[src/rtl/lc3_data_mem_responder.sv]
// LC3 data-memory responder: word-addressed 16-bit RAM that answers
// read/write requests after a fixed number of wait states.
module lc3_data_mem_responder #(
  parameter int ADDR_BITS     = 8,
  parameter int READ_LATENCY  = 2,
  parameter int WRITE_LATENCY = 1
) (
  input  logic        clock,
  input  logic        reset,
  input  logic        Data_en,
  input  logic        Data_rd,
  input  logic [15:0] Data_addr,
  input  logic [15:0] Data_din,
  output logic [15:0] Data_dout,
  output logic        complete_data,
  output logic        busy
);

  if (READ_LATENCY < 1 || READ_LATENCY > 7) begin : g_bad_rl
    $error("READ_LATENCY must be in 1..7");
  end
  if (WRITE_LATENCY < 1 || WRITE_LATENCY > 7) begin : g_bad_wl
    $error("WRITE_LATENCY must be in 1..7");
  end

  localparam logic [2:0] RL = 3'(READ_LATENCY);
  localparam logic [2:0] WL = 3'(WRITE_LATENCY);

  typedef enum logic [1:0] {IDLE, BUSY, DONE} state_t;

  state_t                 state_q;
  logic [2:0]             cnt_q;
  logic                   rd_q;
  logic [ADDR_BITS-1:0]   addr_q;
  logic [15:0]            din_q;
  logic [15:0]            mem_q [2**ADDR_BITS];

  logic                   accept;
  logic [2:0]             lat;
  logic                   fire;
  logic                   f_rd;
  logic [ADDR_BITS-1:0]   f_addr;
  logic [15:0]            f_din;
  logic                   unused_addr;

  assign unused_addr = ^Data_addr[15:ADDR_BITS];
  assign accept      = Data_en && (state_q != BUSY);
  assign lat         = Data_rd ? RL : WL;

  // fire marks the edge that enters DONE; the memory action happens there
  // so Data_dout is already valid while complete_data is high.
  always_comb begin
    fire   = 1'b0;
    f_rd   = rd_q;
    f_addr = addr_q;
    f_din  = din_q;
    if (state_q == BUSY) begin
      fire = (cnt_q == 3'd1);
    end else if (accept && lat == 3'd1) begin
      fire   = 1'b1;
      f_rd   = Data_rd;
      f_addr = Data_addr[ADDR_BITS-1:0];
      f_din  = Data_din;
    end
  end

  always_ff @(posedge clock) begin
    if (!reset) begin
      state_q       <= IDLE;
      cnt_q         <= 3'd0;
      Data_dout     <= 16'h0000;
      complete_data <= 1'b0;
      busy          <= 1'b0;
    end else begin
      complete_data <= fire;
      if (fire && f_rd) begin
        Data_dout <= mem_q[f_addr];
      end
      case (state_q)
        BUSY: begin
          cnt_q <= cnt_q - 3'd1;
          busy  <= !fire;
          if (fire) state_q <= DONE;
        end
        default: begin
          if (accept) begin
            rd_q   <= Data_rd;
            addr_q <= Data_addr[ADDR_BITS-1:0];
            din_q  <= Data_din;
            if (lat == 3'd1) begin
              state_q <= DONE;
              cnt_q   <= 3'd0;
              busy    <= 1'b0;
            end else begin
              state_q <= BUSY;
              cnt_q   <= lat - 3'd1;
              busy    <= 1'b1;
            end
          end else begin
            state_q <= IDLE;
            busy    <= 1'b0;
          end
        end
      endcase
    end
  end

  // A reset on the commit edge suppresses the write (abort).
  always_ff @(posedge clock) begin
    if (reset && fire && !f_rd) begin
      mem_q[f_addr] <= f_din;
    end
  end

endmodule

[config.mk]
export PLATFORM = sky130hd
export DESIGN_NAME = lc3_data_mem_responder
export DESIGN_NICKNAME = d
export VERILOG_FILES = /design/src/rtl/lc3_data_mem_responder.sv
export SDC_FILE = /design/constraint.sdc
export NUM_CORES = 2
export LEC_CHECK = 0
export BUFFER_PORTS_ARGS = -buffer_cell sky130_fd_sc_hd__buf_2
export CORE_MARGIN = 2
export CORE_UTILIZATION = 40
export CTS_CLUSTER_SIZE = 24
export DETAILED_ROUTE_END_ITERATION = 16
export PLACE_DENSITY = 0.58
export REMOVE_ABC_BUFFERS = 1
export SYNTH_ARGS = -nofsm -noshare
export SYNTH_HDL_FRONTEND = slang
export SYNTH_SLANG_ARGS = --single-unit
export TNS_END_PERCENT = 20
[constraint.sdc]
create_clock -name clock -period 7.9 [get_ports clock]
set_clock_uncertainty 0.2 [all_clocks]
set_input_delay 1.58 -clock clock [delete_from_list [all_inputs] [get_ports clock]]
set_output_delay 1.58 -clock clock [all_outputs]
set_load 0.005 [all_outputs]
==> Yosys cells after proc, flatten, opt, wreduce, memory -nomap -nowiden <==
Memories as Yosys holds them, arrays and structs flattened. A register that Yosys moved wholly into a read port is not among the register bits.
Cells that the tools add are included.
{ "totals": {"regBits": 32, "ramBits": 4096, "input_bits": 36, "output_inout_bits": 18, "mem_count": 1} }
{ "op_classes": {"n_addsub": 2, "eq_ne": 5, "n_mux": 21, "bitwise_logic": 1, "n_reduce_logical": 10} }
{ "mem_list": {"columns": ["memory", "depth", "word_bits", "rd", "rd_clocked_by_memory_dff", "write_ports", "line", "rtl"], "rows": [
  ["mem_q", 256, 16, 1, 1, 1, "36", "logic [15:0] mem_q [2**ADDR_BITS];"]
]} }
{ "op_table": {"columns": ["operator", "count"], "rows": [
  ["$mux W16", 2],
  ["$mux W8", 2],
  ["$mux W2", 5],
  ["$mux W1", 9],
  ["$mux W3", 3],
  ["$logic_and A1 B1 Y1", 5],
  ["$eq A2 B1 Y1 const B", 2],
  ["$eq A3 B1 Y1 const B", 1],
  ["$logic_not A1 Y1", 3],
  ["$reduce_and A3 Y1", 1],
  ["$sub A2 B1 Y3 const B", 1],
  ["$sub A3 B1 Y3 const B", 1],
  ["$ne A2 B1 Y1 const B", 1],
  ["$ne A2 B2 Y1 const B", 1],
  ["$reduce_bool A2 Y1", 1],
  ["$not A1 Y1", 1]
]} }

==> Longest topological paths before layout <==
{ "depth": {"ltp_word": 9, "mapped_depth": 16, "mapped_depth_nobuf": 10} }

==> Worst setup path after synthesis <==
No wires, ideal clock.
{ "synth_path": {"path_type": "input -> register", "startpoint": "in Data_rd", "endpoint": "mem mem_q[0][10], data pin", "setup_time_ns": 0.823, "arrival_ns": 6.121, "required_time_ns": 6.877, "path_slack_ns": 0.756, "stages": 9, "n_path_buf": 5, "path_cell_list": "and2b_1 > buf_6 > nand2_4 > buf_2 > buf_1 > clkbuf_1 > buf_1 > nand2_1 > nand2_1"} }
{ "synth_via": {"elab_chain_cells": 5} }
{ "synth_rtl": {"columns": ["element", "line", "rtl"], "rows": [
  ["from (decl)", "11", "input logic Data_rd,"],
  ["$mux W2", "48", "assign lat = Data_rd ? RL : WL;"],
  ["$eq A2 B1 Y1", "59", "end else if (accept && lat == 3'd1) begin"],
  ["$logic_and A1 B1 Y1", "59", null],
  ["$mux W16", "59", null],
  ["$mux W16", "57", "if (state_q == BUSY) begin"],
  ["named net f_din[10]", "43", "logic [15:0] f_din;"],
  ["to (decl)", "36", null]
]} }
The timed path passes the listed nets, and every way through them passes these cells.

==> Worst setup path in the final report <==
{ "layout_path": {"startpoint": "in Data_rd", "endpoint": "mem mem_q[223][2] (enable)"} }
{ "layout_via": {"elab_chain_cells": 9, "elab_cells_between_ends": 14, "cone_classes": "eq/ne: 1; mux: 9; reduce/logical: 4"} }
{ "layout_rtl": {"columns": ["element", "line", "rtl"], "rows": [
  ["$mux W2", "48", null],
  ["$eq A2 B1 Y1", "59", null],
  ["$logic_and A1 B1 Y1", "59", null],
  ["$mux W1", "59", null],
  ["$mux W1", "57", null],
  ["$logic_and A1 B1 Y1 or $logic_not A1 Y1 (tied branches)", "110", "if (reset && fire && !f_rd) begin"],
  ["$logic_and A1 B1 Y1", "110", null],
  ["$mux W1", "110", null],
  ["$mux W1 (implied by the code)", "111", "mem_q[f_addr] <= f_din;"]
]} }
Several ways; a longest one is shown, not always the timed one.

==> impl_metrics.sql <==
INSERT INTO impl_metrics (metric_group, metric, value, unit) VALUES
('outcome', 'result_of_the_run', 'finished, violations left', ''),
('outcome', 'violations', 'max-slew violations', ''),
('cells_and_area', 'area_growth', '14.4', '%'),
('floorplan', 'io_pins', '54', ''),
('synth', 'synthCells', '11200', ''),
('power', 'cellLeakagePower', '61.3', 'nW'),
('worst_setup_path', 'cp_data_required_time', '8270', 'ps'),
('timing', 'timing.final.crit_share', '0.798', ''),
('floorplan', 'floorplan.core_area', '0.406', 'sq mm'),
('global_routing', 'grt-ovfl-total', '0', ''),
('synth', 'synth_cell_type_count', '74', ''),
('synth', 'yosysTopAreaCellShare', '0.760', ''),
('synth', 'synth.yosys.seq_area_share', '0.763', ''),
('clock_network', 'postCtsSetupRepairBufs', '0', ''),
('global_routing', 'global_route_wire_length_before_repair', '762000', 'um'),
('floorplan', 'row_count', '234', ''),
('synth', 'netlist_top_cells_area', 'sky130_fd_sc_hd__edfxtp_1 (76%), sky130_fd_sc_hd__nand2_1 (7.0%), sky130_fd_sc_hd__nand3_1 (2.5%)', ''),
('timing', 'finalHoldViolations', '0', ''),
('synth', 'synth_area', '0.163', 'sq mm'),
('worst_setup_path', 'timing.critical_path.fanout_max', '29', ''),
('timing', 'rsz0062_at_grt', 'false', ''),
('cells_and_area', 'post_route_cells_drive_above_1_share', '0.137', ''),
('floorplan', 'starting_utilization_of_the_core_area', '0.401', ''),
('timing', 'maxSlewHeadroom', '-0.0169', ''),
('timing', 'max_clock_freq', '159', 'MHz'),
('clock_network', 'cts.repair.resized', '0', ''),
('drt', 'num_vias', '104000', ''),
('place', 'dp_hpwl', '335000', 'um'),
('place', 'placedCellCount', '16600', ''),
('cells_and_area', 'finish.net_count', '11600', ''),
('global_routing', 'grt.met1_usage', '0.350', ''),
('timing', 'summed_negative_setup_slack_over_all_endpoints', '0', 'ps'),
('cells_and_area', 'fill_cells', '35100', ''),
('floorplan', 'die_h', '642', 'um'),
('drt', 'dr.pass1.iters', '6', ''),
('synth', 'synth-seq-cells', '4144', ''),
('synth', 'post-synth-top-area-cell', 'sky130_fd_sc_hd__edfxtp_1', ''),
('floorplan', 'chipWidth', '642', 'um'),
('global_routing', 'first_global_vias', '97200', ''),
('worst_setup_path', 'critPathLaunchType', 'primary input', ''),
('drt', 'post_detailed_route_drc_marker_count', '0', ''),
('drt', 'post_drt_wl_per_cell', '31.7', 'um'),
('clock_network', 'tritoncts_buffers', '421', ''),
('worst_setup_path', 'cpMostUsedCell', 'sky130_fd_sc_hd__nor2_2', ''),
('synth', 'synth_most_common_cell', 'sky130_fd_sc_hd__edfxtp_1', ''),
('power', 'worst_ir_drop_vdd', '188', 'uV'),
('synth', 'synthArstFlopShare', '0', ''),
('global_routing', 'grt_max_degree', '210', ''),
('place', 'io_buffer_count', '45', ''),
('synth', 'yosysWarningCount', '0', ''),
('clock_network', 'ctsHtreeMaxLevel', '5', ''),
('worst_setup_path', 'cp.arrival', '6680', 'ps'),
('cells_and_area', 'layout.cells.non_filler', '17400', ''),
('worst_setup_path', 'worstPathCellList', 'buf_2 -> nand2b_1 -> o21ai_0 -> and2_4 -> nor2_2 -> nand3_1 -> buf_4 -> nor2_2', ''),
('global_routing', 'groute.usage.overall', '0.260', ''),
('synth', 'postSynth.topFlopCell', 'sky130_fd_sc_hd__edfxtp_1', ''),
('clock_network', 'ctsHoldBuffers', '0', ''),
('power', 'pwr_density_cell', '256', 'mW/mm^2'),
('flow_run', 'maxCapViolations', '0', ''),
('drt', 'initialDrtViolationCount', '14600', ''),
('clock_network', 'clk_pin_slew', '60', 'ps'),
('global_routing', 'grt_antenna_before_repair', '56', ''),
('hold_path', 'min-delay-path-class', 'flop to flop', ''),
('global_routing', 'use_met2', '0.393', ''),
('cells_and_area', 'finish.utilization', '0.459', ''),
('timing', 'finalMaxSlewViolations', '24', ''),
('worst_setup_path', 'stage_delay_of_the_slowest_cell_on_the_critical_path', '1010', 'ps'),
('synth', 'post_synth.cell_area_avg', '14.5', 'sq um'),
('clock_network', 'clock_tree.root_cell', 'sky130_fd_sc_hd__clkbuf_16', ''),
('place', 'place.gp.congestion', '0.934', ''),
('worst_setup_path', 'worst_path_max_delay_cell', 'sky130_fd_sc_hd__nor2_2', '');
where the power goes:
part / internal (mW) / switching (mW)
Sequential: 24.4 / 0.00956
Combinational: 0.901 / 2.84
Clock: 11.0 / 8.50
metrics by stage:
| step | instance area (sq um) | hold WS (ps) | power (mW) | setup slack, ps |
|---|---|---|---|---|
| 6_report | 186000 | 364 | 47.7 | 1600 |
| 4_1_cts | 186000 | 357 | 47.7 | 1840 |
| 3_5_place_dp | 173000 | 345 | 28.6 | 728 |
| 2_1_floorplan | 159000 | 314 | 28.6 | -26310 |
| 5_1_grt | 186000 | 399 | 48.8 | 1760 |
| 3_3_place_gp | 173000 | 334 | 28.5 | 797 |
state kept, by name (all words and copies together) (netlist names):
| name | flops |
|---|---|
| cnt_q | 3 |
| mem_q | 4096 |
| addr_q | 8 |
| busy | 1 |
| Data_dout | 16 |
| rd_q | 1 |
| complete_data | 1 |
| state_q | 2 |
| din_q | 16 |
cell usage in the layout, fill, tap and decap left out, drive strengths merged, types with 19 or more instances in the layout:
cell | Yosys | final
edfxtp | 4121 | 4121
nand2 | 3056 | 3056
nand3 | 803 | 803
buf | 551 | 676
clkbuf | 201 | 518
and3 | 353 | 353
nor2 | 317 | 317
a31oi | 269 | 269
a311oi | 228 | 228
clkinv | 0 | 190
mux4 | 172 | 172
o2111ai | 146 | 146
mux2i | 140 | 140
a21oi | 135 | 135
nand4 | 133 | 133
o21ai | 113 | 113
a32oi | 81 | 81
a211oi | 73 | 73
nor3 | 51 | 51
bufinv | 0 | 34
nor4 | 33 | 33
a22oi | 31 | 31
a221oi | 29 | 29
diode | 0 | 28
o211ai | 25 | 25
dfxtp | 23 | 23
a41oi | 22 | 22
nand2b | 19 | 19
kinds of logic after synthesis:
logic type | synth area share
buf+inv | 0.0227
simple gates | 0.127
fa+ha+maj | 0.000154
mux | 0.0327
compound gates | 0.0551
flops | 0.763
critical path, delay by kind of cell:
family          cells  cell delay (ps)
simple gates        5             3860
compound gates      1              480
buf+inv             2              700
cell type report:
| type | instances | area [sq um] | share of cell area |
|---|---|---|---|
| tap | 5428 | 6790 | 0.0365 |
| timing repair buffer | 676 | 6130 | 0.0329 |
| sequential | 4144 | 124000 | 0.667 |
| multi-input combinational | 6344 | 35700 | 0.192 |
| clock buffer | 518 | 11000 | 0.0592 |
| antenna | 28 | 70.1 | 0.000376 |
| inverter | 4 | 15.0 | 0.0000806 |
| clock inverter | 247 | 2280 | 0.0122 |
layer usage:
metal | part of all wire | vias up
li1 | - | 43400
met1 | 0.38 | 53300
met2 | 0.45 | 6470
met3 | 0.11 | 1183
met4 | 0.062 | 22
met5 | 0.00028 | -
worst paths after layout:
kind	depth (start not counted)	slack, ps	to	startpoint
min	2	360	Data_dout[3]	Data_dout[3]
max reg2reg	13	1920	Data_dout[8]	state_q[1]
max	8	1600	mem_q[223][2]	Data_rd
min reg2reg	2	360	Data_dout[3]	Data_dout[3]
Power figures use the tool's default switching activity.
